## src/rtl/keypad_pkg.sv

```systemverilog
// Shared keypad types: key map, special key codes, frame-result and debounce state encodings.
package keypad_pkg;

    localparam logic [3:0] KEY_STAR = 4'hE;
    localparam logic [3:0] KEY_HASH = 4'hF;

    // Indexed [row][col].
    localparam logic [3:0] KEYMAP [4][4] = '{
        '{4'h1, 4'h2, 4'h3, 4'hA},
        '{4'h4, 4'h5, 4'h6, 4'hB},
        '{4'h7, 4'h8, 4'h9, 4'hC},
        '{4'hE, 4'h0, 4'hF, 4'hD}
    };

    typedef enum logic [1:0] {
        FR_NONE,
        FR_SINGLE,
        FR_MULTI
    } frame_res_t;

    typedef enum logic [1:0] {
        DB_IDLE,
        DB_CAND,
        DB_PRESSED,
        DB_RELEASE
    } db_state_t;

    function automatic logic is_digit(input logic [3:0] code);
        return code <= 4'd9;
    endfunction

endpackage

```

## src/rtl/keypad_debounce.sv

```systemverilog
// Frame-level debounce: turns one result per scan frame into a single press pulse per key.
// state      | meaning
// DB_IDLE    | no key held
// DB_CAND    | same single key seen, counting frames toward acceptance
// DB_PRESSED | key accepted and still held; further frames of it are silent
// DB_RELEASE | key gone, counting empty frames before re-arming
module keypad_debounce
    import keypad_pkg::*;
#(
    parameter int DEBOUNCE_SCANS = 4
) (
    input  logic       clk,
    input  logic       rst,
    input  logic       frame_vld_i,
    input  frame_res_t frame_res_i,
    input  logic [3:0] frame_code_i,
    output logic       key_valid_o,
    output logic [3:0] key_code_o
);

    localparam int CW = $clog2(DEBOUNCE_SCANS + 1);
    localparam logic [CW-1:0] RELOAD = CW'(DEBOUNCE_SCANS - 1);
    localparam logic [CW-1:0] FULL   = CW'(DEBOUNCE_SCANS);

    db_state_t     state_q;
    logic [CW-1:0] rem_q;
    logic [3:0]    cand_q;
    logic          key_valid_q;
    logic [3:0]    key_code_q;

    logic single;
    logic same;

    assign single = (frame_res_i == FR_SINGLE);
    assign same   = single && (frame_code_i == cand_q);

    // rem_q holds how many more qualifying frames are needed; the frame that
    // causes a state entry already counts as the first one.
    always_ff @(posedge clk) begin
        if (rst) begin
            state_q     <= DB_IDLE;
            rem_q       <= '0;
            cand_q      <= 4'h0;
            key_valid_q <= 1'b0;
            key_code_q  <= 4'h0;
        end else begin
            key_valid_q <= 1'b0;
            if (frame_vld_i) begin
                case (state_q)
                    DB_IDLE: begin
                        if (single) begin
                            cand_q <= frame_code_i;
                            if (RELOAD == '0) begin
                                state_q     <= DB_PRESSED;
                                key_valid_q <= 1'b1;
                                key_code_q  <= frame_code_i;
                            end else begin
                                state_q <= DB_CAND;
                                rem_q   <= RELOAD;
                            end
                        end
                    end
                    DB_CAND: begin
                        if (!single) begin
                            state_q <= DB_IDLE;
                        end else if (!same) begin
                            cand_q <= frame_code_i;
                            rem_q  <= RELOAD;
                        end else if (rem_q == CW'(1)) begin
                            state_q     <= DB_PRESSED;
                            key_valid_q <= 1'b1;
                            key_code_q  <= cand_q;
                        end else begin
                            rem_q <= rem_q - CW'(1);
                        end
                    end
                    DB_PRESSED: begin
                        if (!same) begin
                            if (single) begin
                                state_q <= DB_RELEASE;
                                rem_q   <= FULL;
                            end else if (RELOAD == '0) begin
                                state_q <= DB_IDLE;
                            end else begin
                                state_q <= DB_RELEASE;
                                rem_q   <= RELOAD;
                            end
                        end
                    end
                    DB_RELEASE: begin
                        if (same) begin
                            state_q <= DB_PRESSED;
                        end else if (single) begin
                            rem_q <= FULL;
                        end else if (rem_q == CW'(1)) begin
                            state_q <= DB_IDLE;
                        end else begin
                            rem_q <= rem_q - CW'(1);
                        end
                    end
                    default: state_q <= DB_IDLE;
                endcase
            end
        end
    end

    assign key_valid_o = key_valid_q;
    assign key_code_o  = key_code_q;

endmodule

```

## src/rtl/keypad_scan_entry.sv

```systemverilog
// Matrix keypad scanner with frame debounce and BCD entry buffer confirmed by '#'.
// Optional KEYPAD_STAR_CLEAR_EN: '*' clears the pending (unconfirmed) entry.
module keypad_scan_entry
    import keypad_pkg::*;
#(
    parameter int ROWS           = 4,
    parameter int COLS           = 4,
    parameter int DIGITS         = 4,
    parameter int SCAN_DIV       = 1000,
    parameter int DEBOUNCE_SCANS = 4
) (
    input  logic                  clk,
    input  logic                  rst,
    input  logic [ROWS-1:0]       row_n,
    output logic [COLS-1:0]       col_n,
    output logic                  key_valid,
    output logic [3:0]            key_code,
    output logic [4*DIGITS-1:0]   digits,
    output logic [3:0]            digit_count,
    output logic                  entry_valid,
    input  logic                  entry_ack
);

    localparam int DIVW = $clog2(SCAN_DIV);
    localparam int DW   = 4 * DIGITS;
    localparam logic [DIVW-1:0] DIV_RELOAD = DIVW'(SCAN_DIV - 1);
    localparam logic [1:0]      COL_LAST   = 2'(COLS - 1);
    localparam logic [3:0]      DIGITS_MAX = 4'(DIGITS);

    function automatic logic [COLS-1:0] col_drive(input logic [1:0] c);
        return ~(COLS'(1) << c);
    endfunction

    logic            scan_on_q;
    logic [1:0]      col_q;
    logic [1:0]      col_nxt;
    logic [DIVW-1:0] div_q;
    logic [COLS-1:0] col_n_q;
    logic [ROWS-1:0] row_s1_q;
    logic [ROWS-1:0] row_s2_q;

    assign col_nxt = (col_q == COL_LAST) ? 2'd0 : col_q + 2'd1;

    // One idle cycle after reset keeps the first column window a full SCAN_DIV long.
    always_ff @(posedge clk) begin
        if (rst) begin
            scan_on_q <= 1'b0;
            col_q     <= 2'd0;
            div_q     <= DIV_RELOAD;
            col_n_q   <= '1;
        end else if (!scan_on_q) begin
            scan_on_q <= 1'b1;
            col_n_q   <= col_drive(2'd0);
        end else if (div_q == '0) begin
            div_q   <= DIV_RELOAD;
            col_q   <= col_nxt;
            col_n_q <= col_drive(col_nxt);
        end else begin
            div_q <= div_q - DIVW'(1);
        end
    end

    always_ff @(posedge clk) begin
        if (rst) begin
            row_s1_q <= '1;
            row_s2_q <= '1;
        end else begin
            row_s1_q <= row_n;
            row_s2_q <= row_s1_q;
        end
    end

    logic       sample;
    logic       frame_vld;
    logic [1:0] acc_cnt_q;
    logic [1:0] acc_row_q;
    logic [1:0] acc_col_q;
    logic [1:0] hit_cnt;
    logic [1:0] hit_row;
    logic [2:0] tot;
    logic [1:0] tot_sat;
    logic [1:0] key_row;
    logic [1:0] key_col;
    frame_res_t frame_res;
    logic [3:0] frame_code;

    assign sample    = scan_on_q && (div_q == '0);
    assign frame_vld = sample && (col_q == COL_LAST);

    // Key counts saturate at 2: anything beyond one key is simply MULTI.
    always_comb begin
        hit_cnt = 2'd0;
        hit_row = 2'd0;
        for (int r = 0; r < ROWS; r++) begin
            if (!row_s2_q[r]) begin
                hit_row = 2'(r);
                if (hit_cnt != 2'd2) hit_cnt = hit_cnt + 2'd1;
            end
        end
        tot     = 3'(acc_cnt_q) + 3'(hit_cnt);
        tot_sat = (tot >= 3'd2) ? 2'd2 : tot[1:0];
        key_row = (hit_cnt == 2'd1) ? hit_row : acc_row_q;
        key_col = (hit_cnt == 2'd1) ? col_q : acc_col_q;
        frame_res = FR_NONE;
        if (tot_sat == 2'd1) frame_res = FR_SINGLE;
        else if (tot_sat == 2'd2) frame_res = FR_MULTI;
        frame_code = KEYMAP[key_row][key_col];
    end

    always_ff @(posedge clk) begin
        if (rst) begin
            acc_cnt_q <= 2'd0;
            acc_row_q <= 2'd0;
            acc_col_q <= 2'd0;
        end else if (sample) begin
            if (col_q == COL_LAST) begin
                acc_cnt_q <= 2'd0;
                acc_row_q <= 2'd0;
                acc_col_q <= 2'd0;
            end else begin
                acc_cnt_q <= tot_sat;
                acc_row_q <= key_row;
                acc_col_q <= key_col;
            end
        end
    end

    keypad_debounce #(
        .DEBOUNCE_SCANS (DEBOUNCE_SCANS)
    ) u_debounce (
        .clk          (clk),
        .rst          (rst),
        .frame_vld_i  (frame_vld),
        .frame_res_i  (frame_res),
        .frame_code_i (frame_code),
        .key_valid_o  (key_valid),
        .key_code_o   (key_code)
    );

    logic [DW-1:0] digits_q;
    logic [3:0]    count_q;
    logic          entry_valid_q;

    // Acknowledge takes priority over a key arriving in the same cycle.
    always_ff @(posedge clk) begin
        if (rst) begin
            digits_q      <= '0;
            count_q       <= 4'd0;
            entry_valid_q <= 1'b0;
        end else if (entry_valid_q && entry_ack) begin
            digits_q      <= '0;
            count_q       <= 4'd0;
            entry_valid_q <= 1'b0;
        end else if (key_valid && !entry_valid_q) begin
            if (is_digit(key_code)) begin
                if (count_q < DIGITS_MAX) begin
                    digits_q <= (digits_q << 4) | DW'(key_code);
                    count_q  <= count_q + 4'd1;
                end
            end else if (key_code == KEY_HASH) begin
                if (count_q != 4'd0) entry_valid_q <= 1'b1;
            end
`ifdef KEYPAD_STAR_CLEAR_EN
            else if (key_code == KEY_STAR) begin
                digits_q <= '0;
                count_q  <= 4'd0;
            end
`endif
        end
    end

    assign col_n       = col_n_q;
    assign digits      = digits_q;
    assign digit_count = count_q;
    assign entry_valid = entry_valid_q;

endmodule
```

## config.mk

```make
export PLATFORM = sky130hd
export DESIGN_NAME = keypad_scan_entry
export DESIGN_NICKNAME = d
export VERILOG_FILES = /design/src/rtl/keypad_pkg.sv /design/src/rtl/keypad_debounce.sv /design/src/rtl/keypad_scan_entry.sv
export SDC_FILE = /design/constraint.sdc
export NUM_CORES = 1
export LEC_CHECK = 0
export BUFFER_PORTS_ARGS = -buffer_cell sky130_fd_sc_hd__buf_2
export CAP_MARGIN = 20
export CORE_AREA = 2 2 86 88
export CTS_BUF_LIST = sky130_fd_sc_hd__clkbuf_4
export CTS_CLUSTER_DIAMETER = 40
export CTS_CLUSTER_SIZE = 12
export DETAILED_ROUTE_END_ITERATION = 7
export DIE_AREA = 0 0 88 90
export PLACE_DENSITY = 0.62
export SYNTH_ARGS = -nofsm -noshare
export SYNTH_HDL_FRONTEND = slang
export SYNTH_HIERARCHICAL = 1
export SYNTH_SLANG_ARGS = --single-unit
```

## constraint.sdc

```tcl
create_clock -name clk -period 4.45 [get_ports clk]
set_input_delay 0.6675 -clock clk [delete_from_list [all_inputs] [get_ports clk]]
set_output_delay 0.6675 -clock clk [all_outputs]
set_load 0.005 [all_outputs]
```

==> qor.csv, run 1 <==
metric,value,unit
finalHoldViolCount,0,
cts_resized,0,
setup_viol,0,
cp-end-kind,flip-flop,
drive_gt1_share,19.9,%
route.detailed.drc,0,
cts_buffers,9,
p_leak,1.42,nW
holdBufCountCts,0,
yosys_register_bits,66,
synth_area_leader_cell,dfxtp_1,
ys_seq_area_share,42.9,%
grt_max_degree,35,
ys_top_cells_by_count,"66 x dfxtp_1, 65 x nand2_1, 37 x nor2_1",
dieHeight,90,um
r2r_cells,14,
fp.coreArea,7020,sq um
synth_nets,376,
final_util,49.1,%
wl,5770,um
fp.dieW,88,um
r2r_end,u_debounce/rem_q[0],
status,"complete, no violations",
vias,2378,
first_global_vias,2211,
p_total,0.00101,W
clock_latency,410,ps
cts.sinks,66,
drt_iter0_markers,52,
fin_crit_sh,83.4,%
critical-path-slowest-cell,mux2i_2,
layout.nets,412,
globalRouteOverflowTotal,0,
path_buf_inv,1,
fill_cells,704,
period_needed,3710,ps
worstSetupStartpointType,flip-flop,
initial_core_util,43.9,%
rr_startpoint,row_s2_q[1],
via_per_inst,4.80,
p_per_area,293,nW/um^2
worst_pin_slew,669,ps
min_path_type,reg -> reg,
ant_nets,0,
tns,0,ps
gr-usage-all-layers,15.2,%
ir_drop,169,uV
startpoint,row_s2_q[1],
hold_slack,416,ps
syn-instance-count,355,
holdPathStages,1,
synth_area,3080,sq um
synthTopCellsByArea,"dfxtp_1 43%, nand2_1 7.9%, ha_1 5.3%",
rrSetupSlack,740,ps
post_cts_buffers,0,
synth_top_area_share,42.9,%
area_growth,11.9,%
root_buffer,clkbuf_4,
placementRows,31,
syn_area_per_cell,8.68,sq um
hold_end,row_s2_q[0],
cts_buffer_depth,2,
placed_area,3330,sq um
critical_path_class,reg -> reg,
maxCapViolCount,0,
die_area,7920,sq um
clkTransAtPathRegs,120,ps
path_max_fanout,9,
synth_edf_count,0,
max_slew_margin,55.3,%
dp.final_hpwl,4040,um
synth-async-reset-ratio,0,%
synth_cell_types,57,
wl_per_cell,11.7,um
max_stage_delay,420,ps
grt_pass1_wl,9780,um
synth_ff_type,dfxtp_1,
path_delay_family,multiplexers,
yosysMostFrequentCell,dfxtp_1,
crit_chain,inv_1 -> ha_1 -> mux2i_1 -> ha_1 -> or3b_4 -> nand3_4 -> mux2i_2 -> o21ai_0 -> mux2i_1 -> xnor2_1 -> nand4_4 -> o21ba_2 -> a21boi_0 -> o221a_1,
drv_slew,0,
fmax,0.270,GHz
holdCritStartpoint,row_s1_q[0],
grt_setup_unrepaired,false,
worst_ep_required_time,4740,ps
antenna_cells,0,
antenna_found_initial,0,
cp.arrival,4000,ps
drt_pass1_iterations,4,
portBuffers,36,
cts_tree,built,
gp_congestion,0.794,
synth_warnings,6,
ctsHtreeMaxLevel,3,
ioPinCount,37,
finClkSkew,19.1,ps
final_area,3450,sq um
==> metal layers <==
metal,track usage (%),up-vias,share of wire [%]
li1,-,1263,-
met1,19.7,1076,49
met2,24.1,31,46
met3,3.40,8,3.3
met4,6.41,0,1.6
met5,0,-,0
==> final cells by class <==
type | instances | area (sq um) | area share (%)
multi-input combinational | 259 | 1630 | 47.1
sequential | 66 | 1320 | 38.3
timing repair buffer | 38 | 195 | 5.66
tap | 99 | 124 | 3.59
clock buffer | 10 | 75.1 | 2.18
inverter | 17 | 66.3 | 1.92
clock inverter | 6 | 41.3 | 1.20
==> state kept, by name, summed over array words and instances (netlist names) <==
signal / flops
digits: 16
div_q: 10
col_n: 4
digit_count: 4
row_s1_q: 4
row_s2_q: 4
u_debounce/cand_q: 4
u_debounce/key_code_o: 4
u_debounce/rem_q: 3
acc_cnt_q: 2
acc_col_q: 2
acc_row_q: 2
col_q: 2
u_debounce/state_q: 2
entry_valid: 1
scan_on_q: 1
u_debounce/key_valid_o: 1
==> placed cells by master (no fill, tap or decap), types with 2 or more instances in the layout <==
master and count:
nor3b_1 3, dfxtp_1 66, a21oi_1 32, o21a_1 2, clkbuf_4 10, xnor2_1 10
buf_2 36, o211ai_1 3, and2b_2 2, mux2i_1 11, nor4_1 2, o21ai_0 11
nor2_1 37, inv_1 16, or2_2 8, ha_1 13, nand2b_1 4, nand4b_1 2
clkinvlp_4 2, nand3_1 4, a21boi_0 2, nor2b_1 3, a31oi_1 2, buf_4 2
or3_1 2, nand2_1 65, and3_1 3, xor2_1 6, nor3_1 5
==> where the power goes <==
group	internal [W]	switching (W)
registers	0.000597	0.00000491
logic	0.0000266	0.0000379
clock network	0.000121	0.000224
total	0.000745	0.000267
==> worst reg2reg max path, stage by stage (launching register included) <==
cell and delay (ps):
dfxtp_1 380, inv_1 60, ha_1 290, mux2i_1 240, ha_1 290, or3b_4 400
nand3_4 120, mux2i_2 420, o21ai_0 130, mux2i_1 250, xnor2_1 200, nand4_4 200
o21ba_2 280, a21boi_0 120, o221a_1 250
==> per-stage QoR <==
step	instances	setup slack, ps
after floorplan	355	1080
after global placement	479	943
after detailed placement	479	749
after CTS	495	721
after global routing	495	490
final	495	740
==> how the worst max path moves through the flow <==
| stage | slack, ps | cells after the start | to |
|---|---|---|---|
| floorplan | 1080 | 14 | u_debounce/rem_q[0] |
| global placement | 940 | 14 | u_debounce/rem_q[0] |
| detailed placement | 750 | 14 | u_debounce/rem_q[0] |
| CTS | 720 | 14 | u_debounce/rem_q[0] |
| global route | 490 | 14 | u_debounce/rem_q[0] |
| finish | 740 | 14 | u_debounce/rem_q[0] |
==> logic make-up after synthesis <==
kind of cell	synth area share (%)
flops	42.9
fa+ha+maj	5.93
compound gates	12.2
buf+inv	4.42
simple gates	24.8
xor+xnor	4.55
mux	5.24
No activity file was read; power rests on OpenSTA's default activity.
==> inputs of run 2 (changes only) <==
--- a/config.mk
+++ b/config.mk
@@ -13,7 +13,7 @@
 export CTS_CLUSTER_SIZE = 12
 export DETAILED_ROUTE_END_ITERATION = 7
 export DIE_AREA = 0 0 88 90
-export PLACE_DENSITY = 0.62
+export PLACE_DENSITY = 0.65
 export SYNTH_ARGS = -nofsm -noshare
 export SYNTH_HDL_FRONTEND = slang
 export SYNTH_HIERARCHICAL = 1
==> constraint.sdc (replaced) <==
create_clock -name clk -period 3.4 [get_ports clk]
set_input_delay 0.51 -clock clk [delete_from_list [all_inputs] [get_ports clk]]
set_output_delay 0.51 -clock clk [all_outputs]
set_load 0.005 [all_outputs]
==> run 2 against run 1 <==
Wire length grew 3.5%. Clock power grew 39%. Combinational power grew 72%. Non-clock buffer count grew 12. Final cell count grew 2.6%. Sequential share of layout area shrank 2.5 points. Maximum frequency grew 10%. Via count grew 3.8%. Count of clock-buffer cells in the layout shrank 1. Critical path type unchanged. Critical endpoint unchanged. Largest cell class unchanged.
==> qor.csv, run 2 (synthesized netlist as in run 1, its figures left out) <==
metric,value,unit,change
fill_cells,644,,was 704
vias,2469,,was 2378
finalHoldViolCount,0,,unchanged
drt_iter0_markers,104,,was 52
largest_register_ffs,16,,unchanged
drive_gt1_share,27.6,%,was 19.9%
clock_latency,420,ps,was 410 ps
ioPinCount,37,,unchanged
fmax,0.298,GHz,was 0.270 GHz
cp-end-kind,flip-flop,,unchanged
antenna_found_initial,0,,unchanged
wl_per_cell,11.8,um,was 11.7 um
cts_buffers,9,,unchanged
wl,5980,um,was 5770 um
path_max_fanout,8,,was 9
cts_tree,built,,unchanged
period_needed,3360,ps,was 3710 ps
finClkSkew,16.1,ps,was 19.1 ps
root_buffer,clkbuf_4,,unchanged
holdCritStartpoint,row_n[2],,was row_s1_q[0]
fp.coreArea,7020,sq um,unchanged
ctsHtreeMaxLevel,3,,unchanged
min_path_type,in -> reg,,was reg -> reg
gr-usage-all-layers,15.5,%,was 15.2%
register_area,1320,sq um,about the same
grt_setup_unrepaired,true,,was false
hold_end,row_s1_q[2],,was row_s2_q[0]
rrSetupSlack,40,ps,was 740 ps
cts_buffer_depth,2,,unchanged
grt_pass1_wl,9960,um,was 9780 um
route.detailed.drc,0,,unchanged
layout_commonest_cell,nand2_1,,was dfxtp_1
gp_congestion,0.831,,was 0.794
p_leak,1.49,nW,was 1.42 nW
fin_crit_sh,98.9,%,was 83.4%
placementRows,31,,unchanged
area_growth,19.9,%,was 11.9%
r2r_cells,15,,was 14
worst_ep_required_time,3710,ps,was 4740 ps
worstSetupStartpointType,flip-flop,,unchanged
multi_input_area,1770,sq um,was 1630 sq um
die_area,7920,sq um,unchanged
rr_startpoint,row_s2_q[0],,was row_s2_q[1]
cts.sinks,66,,unchanged
ant_nets,0,,unchanged
first_global_vias,2257,,was 2211
final_util,52.7,%,was 49.1%
maxCapViolCount,0,,unchanged
antenna_cells,0,,unchanged
holdPathStages,2,,was 1
cp.arrival,3670,ps,was 4000 ps
via_per_inst,4.86,,was 4.80
r2r_end,u_debounce/rem_q[0],,unchanged
layout.nets,425,,was 412
status,"complete, no violations",,unchanged
portBuffers,36,,unchanged
p_per_area,373,nW/um^2,was 293 nW/um^2
max_slew_margin,58.8,%,was 55.3%
ir_drop,295,uV,was 169 uV
initial_core_util,43.9,%,unchanged
dieHeight,90,um,unchanged
final_cell_mix,"65 x nand2_1, 64 x dfxtp_1, 37 x nor2_1",,"was 66 x dfxtp_1, 65 x nand2_1, 37 x nor2_1"
preCtsSetupSlack,-140,ps,was 749 ps
startpoint,row_s2_q[0],,was row_s2_q[1]
worst_pin_slew,617,ps,was 669 ps
drt_pass1_iterations,4,,unchanged
clkTransAtPathRegs,120,ps,about the same
setup_viol,0,,unchanged
globalRouteOverflowTotal,0,,unchanged
setup_ws,38.8,ps,was 740 ps
dp.final_hpwl,4010,um,was 4040 um
drv_slew,0,,unchanged
grt_max_degree,35,,unchanged
fp.dieW,88,um,unchanged
critical_path_class,reg -> reg,,unchanged
run 2: cell count changes in the layout (fill, tap and decap cells not counted), moves of 3 or more:
| cell | before | now |
|---|---|---|
| buf_4 | 2 | 13 |
| xnor2_2 | 0 | 4 |
| ha_1 | 13 | 10 |
| xnor2_1 | 10 | 6 |
run 2: per-stage QoR:
stage	setup TNS (ps)	instance area (sq um)	power, W	hold WS [ps]	cells
global placement	-16.8	3390	0.000892	394	487
CTS	-578	3590	0.00138	245	507
floorplan	0	3080	0.000875	389	355
detailed placement	-712	3390	0.000895	395	487
finish	0	3700	0.00138	275	508
global route	-1180	3700	0.00145	237	508
run 2: worst max-delay path by stage:
stage	endpoint	slack [ps]	cells after the start
global placement	u_debounce/rem_q[0]	-20	14
floorplan	u_debounce/rem_q[0]	30	14
CTS	u_debounce/key_code_o[3]	-120	15
finish	u_debounce/rem_q[0]	40	15
global route	u_debounce/key_code_o[3]	-170	15
detailed placement	u_debounce/rem_q[0]	-140	14
run 2: area by class of cell:
cell class	count	share of cell area, %
Sequential cell	66	35.8
Multi-Input combinational cell	260	47.7
Tap cell	99	3.35
Timing Repair Buffer	50	7.82
Clock buffer	9	1.83
Clock inverter	7	1.66
Inverter	17	1.79
run 2: critical path, cell delays in order, from the launching register on:
cell and delay [ps]:
dfxtp_2 360, inv_2 50, ha_4 240, mux2i_4 180, ha_4 230, or3b_4 400
nand3_4 120, mux2i_2 230, buf_6 160, xor2_2 150, o22ai_2 120, xnor2_2 210
nand4_4 200, o21ba_4 250, a21boi_0 130, o221a_1 240
run 2: routing by layer:
layer	vias up	GRT usage, %	wire length (um)
met5	-	0	0
met4	0	5.38	85
met3	10	5.51	284
met2	40	22.2	2630
met1	1135	21.5	2970
li1	1284	-	-
run 2: where the power goes:
| group | switching [W] | internal (W) | total, W |
|---|---|---|---|
| sequential | 0.00000677 | 0.000782 | 0.000788 |
| combinational | 0.0000583 | 0.0000526 | 0.000111 |
| clock | 0.000317 | 0.000162 | 0.000479 |
| total | 0.000382 | 0.000996 | 0.00138 |
run 2: timing repair:
action | CTS | global route
pin swaps | 8 | 8
hold buffers | 0 | 0
cloned | 1 | 0
setup buffers | 3 | 1
endpoints found under the setup margin | 8 | 10
resized for setup | 6 | 19
==> inputs of run 3 (changes only) <==
--- a/config.mk
+++ b/config.mk
@@ -13,7 +13,7 @@
 export CTS_CLUSTER_SIZE = 12
 export DETAILED_ROUTE_END_ITERATION = 7
 export DIE_AREA = 0 0 88 90
-export PLACE_DENSITY = 0.65
+export PLACE_DENSITY_LB_ADDON = 0.15
 export SYNTH_ARGS = -nofsm -noshare
 export SYNTH_HDL_FRONTEND = slang
 export SYNTH_HIERARCHICAL = 1
==> run 3 against run 2 <==
Critical endpoint is now u_debounce/key_code_o[3]. Sequential power hardly changed. Cell area is 0.24% lower. The flow now finishes with violations (negative setup slack). Count of clock-buffer cells in the layout stayed put. Sequential share of layout area is 0.085 points higher.
==> qor.csv, run 3 (synthesized netlist as in run 1, its figures left out) <==
metric,value,unit,change
status,"complete, but fails checks",,"was complete, no violations"
violations,negative setup slack,,
wl,6000,um,was 5980 um
fp.coreArea,7020,sq um,unchanged
globalRouteOverflowTotal,0,,unchanged
placed_area,3400,sq um,was 3390 sq um
p_per_area,420,nW/um^2,was 373 nW/um^2
wl_per_cell,11.8,um,about the same
layout_commonest_cell,nand2_1,,unchanged
drive_gt1_share,25.7,%,was 27.6%
first_global_vias,2330,,was 2257
ant_nets,0,,unchanged
final_cell_mix,"65 x nand2_1, 64 x dfxtp_1, 37 x nor2_1",,unchanged
fp.dieW,88,um,unchanged
critical_path_class,reg -> reg,,unchanged
antenna_found_initial,0,,unchanged
cts_tree,built,,unchanged
layout.nets,425,,unchanged
die_area,7920,sq um,unchanged
cp.arrival,3700,ps,was 3670 ps
p_total,0.00155,W,was 0.00138 W
root_buffer,clkbuf_4,,unchanged
final_util,52.5,%,was 52.7%
via_per_inst,4.89,,was 4.86
dp.final_hpwl,4170,um,was 4010 um
tns,-23.5,ps,was 0 ps
route.detailed.drc,0,,unchanged
period_needed,3410,ps,was 3360 ps
initial_core_util,43.9,%,unchanged
gp_congestion,0.798,,was 0.831
placementRows,31,,unchanged
final_area,3690,sq um,was 3700 sq um
cts_buffers,9,,unchanged
finClkSkew,14.9,ps,was 16.1 ps
fill_cells,673,,was 644
grt_pass1_wl,10400,um,was 9960 um
worst_ep_required_time,3690,ps,was 3710 ps
cts.sinks,66,,unchanged
portBuffers,36,,unchanged
fin_crit_sh,100,%,was 98.9%
max_slew_margin,41.1,%,was 58.8%
largest_register_ffs,16,,unchanged
hold_slack,297,ps,was 275 ps
cts_buffer_depth,2,,unchanged
fmax,0.293,GHz,was 0.298 GHz
finalHoldViolCount,0,,unchanged
gr-usage-all-layers,16.5,%,was 15.5%
grt_setup_unrepaired,true,,unchanged
cp-end-kind,flip-flop,,unchanged
multi_input_area,1700,sq um,was 1770 sq um
grt_max_degree,34,,was 35
min_path_type,in -> reg,,unchanged
clock_latency,400,ps,was 420 ps
clkTransAtPathRegs,110,ps,was 120 ps
worstSetupStartpointType,flip-flop,,unchanged
area_growth,19.6,%,was 19.9%
ctsHtreeMaxLevel,3,,unchanged
maxCapViolCount,0,,unchanged
ir_drop,183,uV,was 295 uV
setup_viol,3,,was 0
antenna_cells,0,,unchanged
ioPinCount,37,,unchanged
p_leak,1.51,nW,was 1.49 nW
register_area,1320,sq um,unchanged
vias,2482,,was 2469
worst_pin_slew,879,ps,was 617 ps
drv_slew,0,,unchanged
drt_iter0_markers,70,,was 104
dieHeight,90,um,unchanged
setup_ws,-14.8,ps,was 38.8 ps
drt_pass1_iterations,4,,unchanged
path_max_fanout,8,,unchanged
run 3: worst paths after layout:
path | from | endpoint | slack [ps] | cells after the start
max | row_s2_q[0] | u_debounce/key_code_o[3] | -10 | 15
min | row_n[0] | row_s1_q[0] | 300 | 2
max reg2reg | row_s2_q[0] | u_debounce/key_code_o[3] | -10 | 15
min reg2reg | row_s1_q[2] | row_s2_q[2] | 420 | 1
run 3: cell type report:
class	instances	area share (%)
inverter	17	1.80
sequential	66	35.9
timing repair buffer	50	7.84
clock buffer	9	1.83
multi-input combinational	260	46.1
clock inverter	7	3.15
tap	99	3.36
run 3: per-layer routing:
metal  vias up  wire, um  GRT usage (%)
met5         -         0              0
met3         8       247           3.95
met4         0        93           7.82
met1      1141      2960           22.0
met2        41      2700           24.7
li1       1292         -              -
run 3: report_power, final:
part | internal (W) | total (W) | switching, W | leakage, nW
sequential | 0.000781 | 0.000788 | 0.00000686 | 0.534
clock | 0.000373 | 0.000658 | 0.000285 | 0.0979
combinational | 0.0000471 | 0.000102 | 0.0000550 | 0.883
run 3: what timing repair did:
| item | in CTS | in global routing |
|---|---|---|
| pin swaps | 6 | 10 |
| resized for setup | 11 | 6 |
| endpoints found under the hold margin | 0 | 0 |
| hold buffers | 0 | 0 |
| setup endpoints to repair | 8 | 9 |
| setup buffers | 1 | 2 |
| cloned | 1 | 0 |
run 3: critical path, cell delays in order (launching register included):
cell	delay [ps]
dfxtp_2	350
inv_2	50
ha_4	230
mux2i_2	180
ha_1	270
or3b_4	400
nand3_4	130
mux2i_2	230
buf_6	160
o21a_1	130
mux2i_1	100
xnor2_1	270
nand4_4	200
nor3_4	330
mux2i_1	240
nor2_1	60
run 3: metrics by stage:
step | std cells | setup slack, ps
finish | 508 | -14.8
global route | 508 | -255
CTS | 506 | -29.9
detailed placement | 488 | -121
global placement | 488 | -21.6
floorplan | 355 | 26.4
